### src/rtl/stopwatch_ctrl.sv
// Stopwatch control unit: button synchronisers, count-tick prescaler and the
// STOP/RUN/LAP/STEP sequencer. STOPWATCH_AUTOREPEAT_EN enables STEP auto-repeat.
module stopwatch_ctrl #(
    parameter int TICK_DIV    = 100000,
    parameter int REPEAT_DLY  = 500,
    parameter int REPEAT_RATE = 50
) (
    input  logic       clk,
    input  logic       rst,
    input  logic       start_btn,
    input  logic       stop_btn,
    input  logic       inc_btn,
    input  logic       lap_btn,
    input  logic       clr_btn,
    output logic       cnt_en,
    output logic       cnt_clr,
    output logic       disp_hold,
    output logic       running,
    output logic [1:0] state
);

    typedef enum logic [1:0] {
        ST_STOP = 2'b00,
        ST_RUN  = 2'b01,
        ST_LAP  = 2'b10,
        ST_STEP = 2'b11
    } state_t;

    localparam int             PW      = $clog2(TICK_DIV);
    localparam logic [PW-1:0]  PRE_MAX = PW'(TICK_DIV - 1);

    if (TICK_DIV < 2 || REPEAT_DLY < 1 || REPEAT_RATE < 1) begin : g_param_check
        $error("stopwatch_ctrl: TICK_DIV must be >= 2, REPEAT_DLY and REPEAT_RATE >= 1");
    end

    // Button bits: 0 start, 1 stop, 2 lap, 3 inc, 4 clr. Stage 3 only feeds the edge detector.
    logic [4:0] btn_raw;
    logic [4:0] sync1, sync2, sync3;
    logic [4:0] edge_p;
    logic       start_p, stop_p, lap_p, inc_p, clr_p, inc_s;

    assign btn_raw = {clr_btn, inc_btn, lap_btn, stop_btn, start_btn};

    always_ff @(posedge clk or negedge rst) begin
        if (!rst) begin
            sync1 <= '0;
            sync2 <= '0;
            sync3 <= '0;
        end else begin
            sync1 <= btn_raw;
            sync2 <= sync1;
            sync3 <= sync2;
        end
    end

    assign edge_p  = sync2 & ~sync3;
    assign start_p = edge_p[0];
    assign stop_p  = edge_p[1];
    assign lap_p   = edge_p[2];
    assign inc_p   = edge_p[3];
    assign clr_p   = edge_p[4];
    assign inc_s   = sync2[3];

    state_t        cur, nxt;
    logic          clr_req;
    logic [PW-1:0] presc;
    logic          tick;
    logic          step_first;
    logic          rep_fire;

    // Each state only looks at the pulses that mean something to it, highest priority first.
    always_comb begin
        nxt     = cur;
        clr_req = 1'b0;
        case (cur)
            ST_STOP: begin
                if (clr_p)
                    clr_req = 1'b1;
                else if (!stop_p) begin
                    if (start_p)
                        nxt = ST_RUN;
                    else if (inc_p)
                        nxt = ST_STEP;
                end
            end
            ST_RUN: begin
                if (stop_p)
                    nxt = ST_STOP;
                else if (lap_p)
                    nxt = ST_LAP;
            end
            ST_LAP: begin
                if (stop_p)
                    nxt = ST_STOP;
                else if (lap_p)
                    nxt = ST_RUN;
            end
            ST_STEP: begin
                if (stop_p || !inc_s)
                    nxt = ST_STOP;
            end
            default: nxt = ST_STOP;
        endcase
    end

    always_ff @(posedge clk or negedge rst) begin
        if (!rst) begin
            cur        <= ST_STOP;
            cnt_clr    <= 1'b0;
            step_first <= 1'b0;
        end else begin
            cur        <= nxt;
            cnt_clr    <= clr_req;
            step_first <= (nxt == ST_STEP) && (cur != ST_STEP);
        end
    end

    // Prescaler restarts on every state change so the first tick is a full period away.
    assign tick = (cur != ST_STOP) && (presc == PRE_MAX);

    always_ff @(posedge clk or negedge rst) begin
        if (!rst)
            presc <= '0;
        else if ((nxt != cur) || (cur == ST_STOP) || tick)
            presc <= '0;
        else
            presc <= presc + 1'b1;
    end

`ifdef STOPWATCH_AUTOREPEAT_EN
    localparam logic [15:0] DLY_M1  = 16'(REPEAT_DLY - 1);
    localparam logic [15:0] RATE_M1 = 16'(REPEAT_RATE - 1);

    // hold_cnt counts ticks already seen in STEP; rate_cnt spaces repeats after the first.
    logic [15:0] hold_cnt, rate_cnt;

    assign rep_fire = (cur == ST_STEP) && tick &&
                      ((hold_cnt == DLY_M1) || ((hold_cnt > DLY_M1) && (rate_cnt == RATE_M1)));

    always_ff @(posedge clk or negedge rst) begin
        if (!rst) begin
            hold_cnt <= '0;
            rate_cnt <= '0;
        end else if (cur != ST_STEP) begin
            hold_cnt <= '0;
            rate_cnt <= '0;
        end else if (tick) begin
            if (hold_cnt != 16'hFFFF)
                hold_cnt <= hold_cnt + 16'd1;
            if (rep_fire)
                rate_cnt <= '0;
            else if (hold_cnt > DLY_M1)
                rate_cnt <= rate_cnt + 16'd1;
        end
    end
`else
    assign rep_fire = 1'b0;
`endif

    assign cnt_en    = (((cur == ST_RUN) || (cur == ST_LAP)) && tick) ||
                       ((cur == ST_STEP) && (step_first || rep_fire));
    assign disp_hold = (cur == ST_LAP);
    assign running   = (cur == ST_RUN) || (cur == ST_LAP);
    assign state     = cur;

endmodule
### config.mk
export PLATFORM = sky130hd
export DESIGN_NAME = stopwatch_ctrl
export DESIGN_NICKNAME = d
export VERILOG_FILES = /design/src/rtl/stopwatch_ctrl.sv
export SDC_FILE = /design/constraint.sdc
export NUM_CORES = 1
export LEC_CHECK = 0
export ABC_AREA = 1
export CAP_MARGIN = 20
export CORE_UTILIZATION = 57
export CTS_CLUSTER_SIZE = 40
export DETAILED_ROUTE_END_ITERATION = 10
export PLACE_DENSITY_LB_ADDON = 0.15
export SYNTH_ARGS = -nofsm -noshare
export SYNTH_HDL_FRONTEND = slang
export SYNTH_SLANG_ARGS = --single-unit
### constraint.sdc
create_clock -name clk -period 1.7 [get_ports clk]
set_input_delay 0.17 -clock clk [delete_from_list [all_inputs] [get_ports clk]]
set_output_delay 0.17 -clock clk [all_outputs]
set_load 0.03 [all_outputs]
=== Word-level counts from Yosys, hierarchy flattened ===
Cells that the tools add are included.
Widths: inputs -> output; s select.

* Output and inout bits: 6
* Word-level logic and storage cells: 42
* Bits in registers: 36
* Input port bits: 7

* Add/sub/neg operators: 1
* Mux-type cells: 13
* Reductions and logical operators: 12
* Equality and inequality tests: 7
* Bitwise logic cells: 2

{| class="wikitable"
|+ Operators with widths
! cell !! number
|-
| $mux 2 || 9
|-
| $add 17x1->17 const B || 1
|-
| $eq 17x17->1 const B || 1
|-
| $mux 17 || 1
|-
| $pmux 2 s4 || 1
|-
| $eq 2x2->1 const B || 3
|-
| $and 5x5->5 || 1
|-
| $logic_or 1x1->1 || 5
|-
| $not 5->5 || 1
|-
| $logic_and 1x1->1 || 4
|-
| $eq 2x1->1 const B || 1
|-
| $logic_not 2->1 || 1
|-
| $mux 1 || 2
|-
| $ne 2x2->1 || 1
|-
| $ne 2x2->1 const B || 1
|-
| $reduce_bool 2->1 || 1
|-
| $logic_not 1->1 || 1
|}

=== Depth between registers and ports, before layout ===
* Depth after elaboration: 11
* Gate-level depth with buffers: 11
* Mapped depth without buffers: 10

=== Worst setup path before layout ===
No wires, ideal clock.

* Path type: reg-to-reg
* Start point: register cur[0], in the netlist state[0]
* End point: register presc[11]
* Buffers on the path: 1
* Period minus slack after synthesis: 2.021 ns
* Data required time: 1.620 ns
* Path slack: -0.321 ns
* Arrival: 1.941 ns
* Setup time: 0.080 ns
* Cell stages (with the launch flop): 11
* Cells stage by stage: dfrtp_1 -> inv_1 -> ha_1 -> a21boi_0 -> nand2_1 -> nand3_2 -> nand2_1 -> nand2_1 -> nand2_2 -> buf_6 -> nor3_2

* Elaborated cells between the ends (all ways): 20
* Classes of those cells: 4 x eq/ne; 11 x mux; 5 x reduce/logical

{| class="wikitable"
|+ RTL lines
! element !! RTL line !! source
|-
| start: declaration || 64 || <nowiki>state_t cur, nxt;</nowiki>
|-
| start signal: assignment || 112 || <nowiki>cur <= nxt;</nowiki>
|-
| $eq 2x2->1 || n/a ||
|-
| named net disp_hold || 17 || <nowiki>output logic disp_hold,</nowiki>
|-
| $pmux 2 s4 || 75 || <nowiki>case (cur)</nowiki>
|-
| $ne 2x2->1 || 124 || <nowiki>else if ((nxt != cur) || (cur == ST_STOP) || tick)</nowiki>
|-
| $logic_or 1x1->1 (2 in a row) || 124 ||
|-
| $mux 17 || 124 ||
|-
| end signal: assignment || 127 || <nowiki>presc <= presc + 1'b1;</nowiki>
|-
| end: declaration || 66 || <nowiki>logic [PW-1:0] presc;</nowiki>
|}

The timed path passes the listed nets, and every way through them passes these cells.

=== Final worst setup path ===
* Start point: register presc[11]
* End point: output port cnt_en

* Cells in the longest elaborated chain, start to end: 4

{| class="wikitable"
|+ Ends and longest elaborated chain
! element !! RTL line !! source
|-
| $eq 17x17->1 || 119 || <nowiki>assign tick = (cur != ST_STOP) && (presc == PRE_MAX);</nowiki>
|-
| $logic_and 1x1->1 || 119 ||
|-
| $logic_and 1x1->1 || 160 || <nowiki>assign cnt_en = (((cur == ST_RUN) || (cur == ST_LAP)) && tick) ||</nowiki>
|-
| $logic_or 1x1->1 || 160 ||
|-
| end: declaration || 15 || <nowiki>output logic cnt_en,</nowiki>
|}

No other way between the ends.

==> results_dict.tcl <==
set metrics [dict create \
    grtUsageTotal_pct 26.2 \
    slew_headroom_pct 71.2 \
    detail-route-antenna-nets 0 \
    nNetsFinal 225 \
    synth_top_cells_by_count "36 x dfrtp_1, 32 x nand2_1, 16 x nor2_1" \
    cts_tree "built" \
    fin_skew_ns 0.0128 \
    pre_cts_slack_ns -0.0912 \
    worst-setup-path-type "flip-flop to primary output" \
    synthAdderAreaFrac_pct 3.65 \
    cp_max_fo 5 \
    syn_to_final_growth_pct 37.1 \
    drc 5 \
    die_w_um 56.8 \
    period_minus_slack_ns 1.85 \
    synthesis.nets 184 \
    finalPower_w 0.00386 \
    synth_compound_area_share_pct 1.97 \
    synth.area.top_cells "dfrtp_1 53%, nand2_1 7.0%, nor3_2 5.8%" \
    place_congestion 0.896 \
    rsz0062_at_grt "yes" \
    cp_cell_sequence "nor3_1, nand4_1, nor2_2, a22o_1, buf_6" \
    yosysWarnings 0 \
    clkSinkCount 36 \
    synth_top_area_share_pct 52.6 \
    postLayoutCoreUtil_pct 83.7 \
    vias 1436 \
    power.density_mw_per_mm2 1650 \
    synth_area_leader_cell "dfrtp_1" \
    hp-class "input pin to async pin" \
    die_y_um 56.8 \
    core_mm2 0.00281 \
    synth_ff_type "dfrtp_1" \
    synth_mux_area_share_pct 0 \
    cp-start-kind "flip-flop" \
    path_buf_inv 1 \
    timing.fmax_mhz 540 \
    crit_required_ns 1.53 \
    placementRows 19 \
    yosys.cell_count.top_type "dfrtp_1" \
    cpPeakStageDelay_ns 0.45 \
    clk_pin_slew_ns 0.12 \
    first_pass_iters 9 \
    worst_slew_pin_slew_ns 0.433 \
    clockBufferDepth 2 \
    p_leak_nw 1.02 \
    setup_slack_ns -0.153 \
    yosysUniqueCellTypes 24 \
    setup_viol 18 \
    grt_pass1_wl_um 6330 \
    start_util_pct 61.1 \
    io_buffers 12 \
    first_global_vias 1387 \
    cp.arrival_ns 1.68 \
    antenna_found_initial 0 \
    final-max-slew-violation-count 0 \
    detail_route.iter0.violations 132 \
    cp_top_family "simple AND/OR/NAND/NOR gates" \
    ir_drop_mv 1.09 \
    violations "design-rule violations, negative setup slack" \
    synth_edf_count 0 \
    fin_hold_ws_ns 0.229 \
    htree_levels 2 \
    maxCapViolCount 0 \
    grt_max_degree 37 \
    syn_area_mm2 0.00171 \
    via_per_inst 5.86 \
    grt_overflow 0 \
    synthXorXnorAreaFrac_pct 7.67 \
    period_share_pct 109 \
    status "complete, but fails checks" \
    clk-insertion-delay-late_ns 0.34 \
    synthCells 172 \
    async_reset_ff_share_pct 100 \
    postSynthRegisterBits 36 \
    num_io_pins 13 \
    routed_wl_um 4270 \
    cts_root_buf "clkbuf_4" \
    drive_gt1_share_pct 37.9 \
    r2r_setup_slack_ns -0.07 \
    worstSetupEndpointType "primary output" \
    yosys.area_share.simple_pct 29.3 \
    dp_hpwl_um 2160 \
    hold_viol 0 \
    diodes 0 \
    synth_area_per_cell_um2 9.96 \
    crit_slowest_cell "dfrtp_1" \
    numCtsBuffers 5 \
    die-area_mm2 0.00323 \
    wire_per_inst_um 17.4 \
    seq_area_frac_synth_pct 52.6 \
    synth_top_family_by_area "simple AND/OR/NAND/NOR gates" \
]
==> kinds of logic after synthesis <==
group | after synthesis
AO/OA/AOI/OAI | 5
XOR/XNOR | 15
adder cells (fa/ha/maj) | 5
buffers and inverters | 18
flip-flops | 36
AND/OR/NAND/NOR | 93
==> stage by stage <==
step / cell area [um2] / std cells / TNS, ns
floorplan: 1730 / 172 / 0
global placement: 1930 / 220 / 0
detailed placement: 1930 / 220 / -0.770
CTS: 2140 / 237 / -0.887
global route: 2350 / 245 / -2.24
finish: 2350 / 245 / -0.918
==> placed cells by master, fill, tap and decap left out, drive strengths merged <==
cell type,instances
nand4,6
dfrtp,36
a21boi,2
nor3b,1
clkinv,1
xnor2,4
xor2,11
a21oi,2
nor2,18
clkbuf,6
inv,16
clkinvlp,1
and3,1
nor3,20
nand2,36
a22o,1
ha,5
nand3,13
buf,22
clkdlybuf4s15,1
bufinv,1
dlygate4sd2,3
clkdlybuf4s50,7
==> sequential cells by signal, indices dropped and copies added (netlist names) <==
signal / count
state: 2
step_first: 1
presc: 17
cnt_clr: 1
sync3: 5
sync1: 5
sync2: 5
==> cell type report <==
| type | instances | area [um2] |
|---|---|---|
| Inverter | 16 | 67.6 |
| Timing Repair Buffer | 34 | 320 |
| Multi-Input combinational cell | 120 | 938 |
| Tap cell | 31 | 38.8 |
| Sequential cell | 36 | 903 |
| Clock inverter | 3 | 42.5 |
| Fill cell | 140 | 457 |
| Clock buffer | 5 | 37.5 |
==> what timing repair did <==
item	CTS	global route
pin swaps	6	15
gates resized for setup	19	29
gates cloned	2	1
setup endpoints to repair	21	18
hold buffers	0	0
buffers inserted	7	7
==> where the power goes <==
group | switching (W) | internal [W] | leakage [nW]
Combinational | 0.00140 | 0.000877 | 0.514
Clock | 0.000299 | 0.000307 | 0.0412
Sequential | 0.0000545 | 0.000930 | 0.461
==> per-layer routing <==
| layer | wire length, um | vias to the layer above | track usage [%] | share of wire, % |
|---|---|---|---|---|
| met5 | 0 | - | 0 | 0 |
| met4 | 111 | 0 | 11.8 | 2.6 |
| met3 | 336 | 16 | 7.60 | 7.9 |
| met2 | 2020 | 87 | 40.0 | 47 |
| met1 | 1800 | 688 | 34.6 | 42 |
| li1 | - | 645 | - | - |
==> final timing paths <==
check | depth (start not counted) | start | end
max | 5 | presc[11]$_DFF_PN0_ | cnt_en
min in group clk | 1 | inc_btn | sync1[3]$_DFF_PN0_
max reg2reg | 10 | state[1]$_DFF_PN0_ | presc[10]$_DFF_PN0_
min | 2 | rst | sync1[2]$_DFF_PN0_
max in group asynchronous | 2 | rst | state[1]$_DFF_PN0_
min reg2reg | 0 | sync1[3]$_DFF_PN0_ | sync2[3]$_DFF_PN0_
Note: power is estimated with default switching activity, not from simulation.
